[src/rtl/switch_allocator.sv]
// switch_allocator
// ----------------
// Output-port allocator for one router of the 3x3 mesh.
//
// It sits between the five input-side route stages and the five output links.
// Each output is granted to one input at a time using a per-output
// round-robin pointer. The grant is held from a header (type 10) or
// handshake (type 11) flit until the packet's last flit (type 01 or 11) has
// crossed. Port index order for both inputs and outputs is 0 N, 1 E, 2 S,
// 3 W, 4 PE.
//
// Handshake semantics (valid/ready):
//   A flit on input i moves when in_ready[i] is high at the rising edge.
//   For a locked output o with owner i:
//     out_valid[o] = req_valid[i]
//     in_ready[i]  = req_valid[i] & out_ready[o]
//   so the upstream and downstream sides see the same transfer.
//   An unlocked input is also consumed (in_ready=1, no output touched) when
//   its flit is discarded. That happens for an invalid gate or for an orphan
//   body/tail flit.
//
// Parameters:
//   PRIO_INIT  reset value of every output's round-robin pointer (0..4)
//   DROP_W     width of drop_cnt
//
// Ports:
//   clk        rising-edge clock
//   rst_n      asynchronous active-low reset
//   req_valid  [5]   per-input flit present
//   req_gate   [15]  per-input 3-bit target output, input i at [3i+2:3i]
//   req_type   [10]  per-input 2-bit flit type, input i at [2i+1:2i]
//   out_ready  [5]   per-output downstream accepts a flit
//   in_ready   [5]   per-input flit consumed this cycle
//   out_valid  [5]   per-output flit driven this cycle
//   out_sel    [15]  per-output source input index, output o at [3o+2:3o]
//   drop_cnt   [DROP_W] saturating count of discarded flits
//
// Build option:
//   SWITCH_ALLOC_DROP_CNT_EN  when defined, drop_cnt is a real counter.
//                             When undefined, drop_cnt is tied to 0.
//                             Discard behaviour on in_ready is unchanged.

module switch_allocator #(
    parameter int PRIO_INIT = 0,
    parameter int DROP_W    = 8
) (
    input  logic              clk,
    input  logic              rst_n,
    input  logic [4:0]        req_valid,
    input  logic [14:0]       req_gate,
    input  logic [9:0]        req_type,
    input  logic [4:0]        out_ready,
    output logic [4:0]        in_ready,
    output logic [4:0]        out_valid,
    output logic [14:0]       out_sel,
    output logic [DROP_W-1:0] drop_cnt
);

    typedef enum logic {
        OUT_IDLE   = 1'b0,
        OUT_LOCKED = 1'b1
    } out_state_t;

    // Per-output state
    out_state_t out_state [5];
    logic [2:0] owner     [5];
    logic [2:0] ptr       [5];

    // Per-input state
    logic [4:0] in_lock;
    logic [2:0] in_out    [5];

    // Combinational helpers
    logic [4:0] elig      [5];   // elig[o][i]: input i may win output o
    logic [4:0] grant_found;
    logic [2:0] grant_idx [5];
    logic [4:0] release_o;       // owner of o sends its last flit this cycle
    logic [4:0] ready_lock;
    logic [4:0] discard;
    logic [3:0] cand_sum;
    logic [2:0] cand;

    always_comb begin
        ready_lock = '0;
        out_valid  = '0;
        out_sel    = '0;
        release_o  = '0;
        grant_found = '0;
        discard    = '0;
        cand_sum   = '0;
        cand       = '0;
        for (int o = 0; o < 5; o++) begin
            grant_idx[o] = '0;
            elig[o]      = '0;
        end

        // An input competes for an output only with an unlocked header or
        // handshake flit whose gate names that output.
        for (int o = 0; o < 5; o++) begin
            for (int i = 0; i < 5; i++) begin
                elig[o][i] = req_valid[i] & ~in_lock[i] & req_type[2*i+1] &
                             (req_gate[3*i +: 3] == 3'(o));
            end
        end

        for (int o = 0; o < 5; o++) begin
            if (out_state[o] == OUT_LOCKED) begin
                out_sel[3*o +: 3] = owner[o];
                for (int i = 0; i < 5; i++) begin
                    if (owner[o] == 3'(i)) begin
                        out_valid[o]  = req_valid[i];
                        ready_lock[i] = req_valid[i] & out_ready[o];
                        // Type bit 0 set means tail (01) or handshake (11).
                        release_o[o]  = req_valid[i] & out_ready[o] & req_type[2*i];
                    end
                end
            end else begin
                // Search from the pointer upward, wrapping 4 -> 0.
                for (int k = 0; k < 5; k++) begin
                    cand_sum = {1'b0, ptr[o]} + 4'(k);
                    cand     = (cand_sum >= 4'd5) ? 3'(cand_sum - 4'd5) : cand_sum[2:0];
                    for (int i = 0; i < 5; i++) begin
                        if (!grant_found[o] && cand == 3'(i) && elig[o][i]) begin
                            grant_found[o] = 1'b1;
                            grant_idx[o]   = 3'(i);
                        end
                    end
                end
            end
        end

        // Unlocked flits that can never be routed are consumed and counted.
        for (int i = 0; i < 5; i++) begin
            if (req_valid[i] && !in_lock[i] &&
                ((req_gate[3*i +: 3] > 3'd4) || !req_type[2*i+1])) begin
                discard[i] = 1'b1;
            end
        end
    end

    // Locked owners and discards never overlap: a discard needs an unlocked input.
    assign in_ready = ready_lock | discard;

    always_ff @(posedge clk or negedge rst_n) begin
        if (!rst_n) begin
            for (int o = 0; o < 5; o++) begin
                out_state[o] <= OUT_IDLE;
                owner[o]     <= '0;
                ptr[o]       <= 3'(PRIO_INIT);
            end
            for (int i = 0; i < 5; i++) begin
                in_out[i] <= '0;
            end
            in_lock <= '0;
        end else begin
            for (int o = 0; o < 5; o++) begin
                if (release_o[o]) begin
                    out_state[o] <= OUT_IDLE;
                end else if (out_state[o] == OUT_IDLE && grant_found[o]) begin
                    out_state[o] <= OUT_LOCKED;
                    owner[o]     <= grant_idx[o];
                    ptr[o]       <= (grant_idx[o] == 3'd4) ? 3'd0 : grant_idx[o] + 3'd1;
                end
            end
            for (int i = 0; i < 5; i++) begin
                if (in_lock[i]) begin
                    for (int o = 0; o < 5; o++) begin
                        if (in_out[i] == 3'(o) && release_o[o]) begin
                            in_lock[i] <= 1'b0;
                        end
                    end
                end else begin
                    for (int o = 0; o < 5; o++) begin
                        if (grant_found[o] && grant_idx[o] == 3'(i)) begin
                            in_lock[i] <= 1'b1;
                            in_out[i]  <= 3'(o);
                        end
                    end
                end
            end
        end
    end

`ifdef SWITCH_ALLOC_DROP_CNT_EN
    logic [DROP_W-1:0] drop_q;
    logic [DROP_W+2:0] drop_sum;   // three spare bits hold up to +5

    always_comb begin
        drop_sum = {3'b000, drop_q};
        for (int i = 0; i < 5; i++) begin
            drop_sum = drop_sum + {{(DROP_W+2){1'b0}}, discard[i]};
        end
    end

    always_ff @(posedge clk or negedge rst_n) begin
        if (!rst_n) begin
            drop_q <= '0;
        end else if (drop_sum > {3'b000, {DROP_W{1'b1}}}) begin
            drop_q <= '1;
        end else begin
            drop_q <= drop_sum[DROP_W-1:0];
        end
    end

    assign drop_cnt = drop_q;
`else
    assign drop_cnt = '0;
`endif

endmodule

[config.mk]
export PLATFORM = sky130hd
export DESIGN_NAME = switch_allocator
export DESIGN_NICKNAME = d
export VERILOG_FILES = /design/src/rtl/switch_allocator.sv
export SDC_FILE = /design/constraint.sdc
export NUM_CORES = 1
export LEC_CHECK = 0
export BUFFER_PORTS_ARGS = -buffer_cell sky130_fd_sc_hd__buf_2
export CORE_ASPECT_RATIO = 0.75
export CORE_MARGIN = 2
export CORE_UTILIZATION = 44
export CTS_CLUSTER_SIZE = 16
export DETAILED_ROUTE_END_ITERATION = 7
export REMOVE_ABC_BUFFERS = 1
export SLEW_MARGIN = 25
export SYNTH_ARGS = -nofsm -noshare
export SYNTH_HDL_FRONTEND = slang
export SYNTH_SLANG_ARGS = --single-unit
[constraint.sdc]
create_clock -name clk -period 7.3 [get_ports clk]
set_input_delay 0.73 -clock clk [delete_from_list [all_inputs] [get_ports clk]]
set_output_delay 0.73 -clock clk [all_outputs]
set_load 0.005 [all_outputs]
==> results by group <==
Run status
  • Status: complete, no violations

Place
  • Post-DP HPWL: 27.9 mm
  • GPL Wtd Cong: 0.990
  • Placed insts: 1674
  • Placed Area: 10400 µm²
  • Pre-CTS WS: approximately 1500 ps
  • PortBufs: between 60 and 70

STA
  • Post-route setup TNS: 0 ps
  • Slew Viols, Final: 0
  • Final Worst Setup Slack: 1320 ps
  • Final Critical Period: around 6000 ps
  • Final Hold Fails: 0
  • Final Cycle Share: 81.9%
  • Clk_skew: 12.2 ps
  • Setup violators final: 0
  • Rel. slew slack: roughly 28%
  • Tightest Pin Transition: 1070 ps
  • RSZ-0062 raised after global routing: no
  • Max Freq: roughly 170 MHz

Pwr
  • Max VDD drop: approximately 200 µV
  • Power per cell area: roughly 350 nW/µm²
  • NetSw: 0.00207 W
  • Combinational fraction of design power: between 70% and 80%
  • Clock network fraction of total power: 7.1%
  • Sequential share of power: about a fifth
  • Leakage power: 4.38 nW
  • P_int: 0.00158 W
  • Switching share of power: 56.7%

Floorplan
  • Die H: between 100 and 150 µm
  • Io pins: 70
  • Effective utilization at floorplan: 45.1%
  • Die X: around 180 µm
  • Core area: 22200 µm²
  • Rows: 47
  • Total die area: ~24000 µm²

Flow run
  • Max-capacitance violation count: 0

Clocking
  • Gates resized, CTS repair: 0
  • Clock Tree Root: clkbuf_16
  • Hold buffer count at cts: 0
  • Setup Buffers After CTS: 0
  • CTS tree: done
  • Htree depth: 2
  • Clock Latency Late Sink: ~310 ps
  • CTS sink cnt: 55
  • Clock transition at path regs: ~80 ps
  • Clock Path Buffers: 2
  • TritonCTS Buffers: 5

Routing
  • DR WL/cell: around 21 µm
  • DR pass1 iterations: 5
  • Post-DRT Antenna Nets: 0
  • Routed WL: around 35 mm
  • Via count: approximately 11000
  • Vias per cell: 6.61
  • Initial DRC count: approximately 1300
  • Residual DRC count: 0

Global route
  • GRT Util Overall: slightly below 30%
  • Grt ovf: 0
  • Vias in the first global route: slightly below 10000
  • Pin count of the biggest net entering global routing: 56
  • Wire length of the first global-routing pass: 54.9 mm
  • Initial antenna violation count: 1

Cells and area
  • Fillers: 2279
  • Multi-input gate area: 7990 µm²
  • Non-filler cells, final: about 1700
  • FF/Latch Area: between 1000 and 1500 µm²
  • Share of cells above drive strength 1: a little under a tenth
  • P&R area growth vs syn: 5.48%
  • Diode count: 0
  • Final instance area: approximately 11000 µm²
  • # nets final: 1486

Logic synthesis
  • Post-Syn Area: 9990 µm²
  • Synth Register Bits: 55
  • Yosys cell types: 100
  • Mapped Cells: 1387
  • Most common flop cell mapped by yosys: dfrtp_1
  • Post-synth ARST share: between 90% and 100%
  • EDFF count, synth: 0
  • Mean post-synth cell area: 7.20 µm²
  • Yosys warns: 0
  • Sequential area share after synthesis: between 10 and 15%

Setup path
  • CP max FO: 14
  • Critical path startpoint category: flip-flop
  • Worst Path Required: 7480 ps
  • Element type at the critical path end: flip-flop
  • WP data arrival: a little over 6000 ps
  • Kind of critical path: flip-flop to flip-flop

Min path
  • Min-Delay Path Class: flip-flop to flip-flop
per-layer routing:
layer / vias to the layer above / part of all wire, % / global-route usage, %
met5: - / 0.051 / 0
met4: 2 / 2.2 / 6.74
met3: 49 / 10 / 6.56
met2: 545 / 40 / 39.9
met1: 5276 / 48 / 45.1
li1: 5253 / - / -
cell usage in the layout (no fill, tap or decap), types with 21 or more instances in the layout:
master,n
nand2_1,127
nor2_1,99
a21oi_1,90
inv_1,76
o21ai_0,67
buf_2,61
ha_1,57
nor3_1,56
dfrtp_1,55
nand3_1,44
nand2b_1,37
nor2b_1,35
mux2i_1,33
a31oi_1,30
and2_1,28
and3_1,28
o31ai_1,28
a211oi_1,25
o211ai_1,21
final timing paths:
check	start	to	slack, ps	cells after the start
max	ptr[4]	in_lock[3]	1320	19
min	in_out[13]	in_out[13]	530	1
max reg2reg	ptr[4]	in_lock[3]	1320	19
min reg2reg	in_out[13]	in_out[13]	530	1
max in group asynchronous	rst_n	in_out[0]	6210	2
min in group asynchronous	rst_n	ptr[2]	570	2
final cells by class:
type / instances / share of cell area [%]
clock buffers: 5 / 1.19
multi-input cells: 1178 / 75.8
inverters: 78 / 2.78
flip-flops and latches: 55 / 13.1
well taps: 294 / 3.49
clock inverters: 3 / 0.226
repair buffers: 69 / 3.47
cell usage after synthesis (all sizes together) (17+ instances only):
master	n	area (µm²)
o21ai	69	345
dfrtp	55	1380
a211oi	26	200
inv	76	285
ha	57	713
nand3	44	220
clkbuf	56	211
buf	27	178
nand2	127	477
or2	18	113
or3	17	106
o211ai	21	158
nor3	57	285
mux2i	33	330
nor2b	36	233
o31ai	29	231
and2	28	175
a31oi	30	188
and3	28	175
nand2b	37	231
a21oi	90	450
nor2	99	372
nor3b	21	163
worst max-delay path: stages, from the launching register on:
cell and delay, ps:
dfrtp_1 590, inv_1 290, ha_1 310, ha_1 530, nand2b_1 200, o21ai_0 80
a2bb2oi_1 400, o211ai_1 240, a2111oi_0 920, and3_1 320, a21oi_1 110, and3_1 220
a21oi_1 320, inv_1 140, ha_1 230, ha_1 170, and2_1 170, a211oi_1 300
nor3b_1 230, a21oi_1 60
through the flow:
stage,hold WS [ps],utilization [%],power (W)
3_5_place_dp,497,46.8,0.00330
4_1_cts,521,47.5,0.00357
5_1_grt,571,47.5,0.00395
3_3_place_gp,500,46.8,0.00332
2_1_floorplan,434,-,0.00254
6_report,530,47.5,0.00364
kinds of logic (layout without fill, tap and decap cells):
| family | count (synthesis) | in the layout | synth area share [%] |
|---|---|---|---|
| compound gates | 457 | 457 | 32.5 |
| xor+xnor | 8 | 8 | 0.701 |
| fa+ha+maj | 62 | 62 | 8.14 |
| buf+inv | 161 | 155 | 6.82 |
| flops | 55 | 55 | 13.8 |
| mux | 44 | 44 | 5.00 |
| other cells | 1 | 8 | 0.0375 |
| simple gates | 599 | 599 | 33.1 |
power by group through the flow:
stage / logic, W / clock network [W] / registers (W)
CTS: 0.00264 / 0.000261 / 0.000672
detailed placement: 0.00262 / 0 / 0.000678
floorplan: 0.00190 / 0 / 0.000645
finish: 0.00270 / 0.000259 / 0.000680
global placement: 0.00264 / 0 / 0.000678
global route: 0.00297 / 0.000273 / 0.000706
state kept, by name, indices dropped and copies added (netlist names):
signal and cells:
in_lock 5, in_out 15, out_state 5, owner 15
ptr 15
Power figures use the tool's default switching activity.
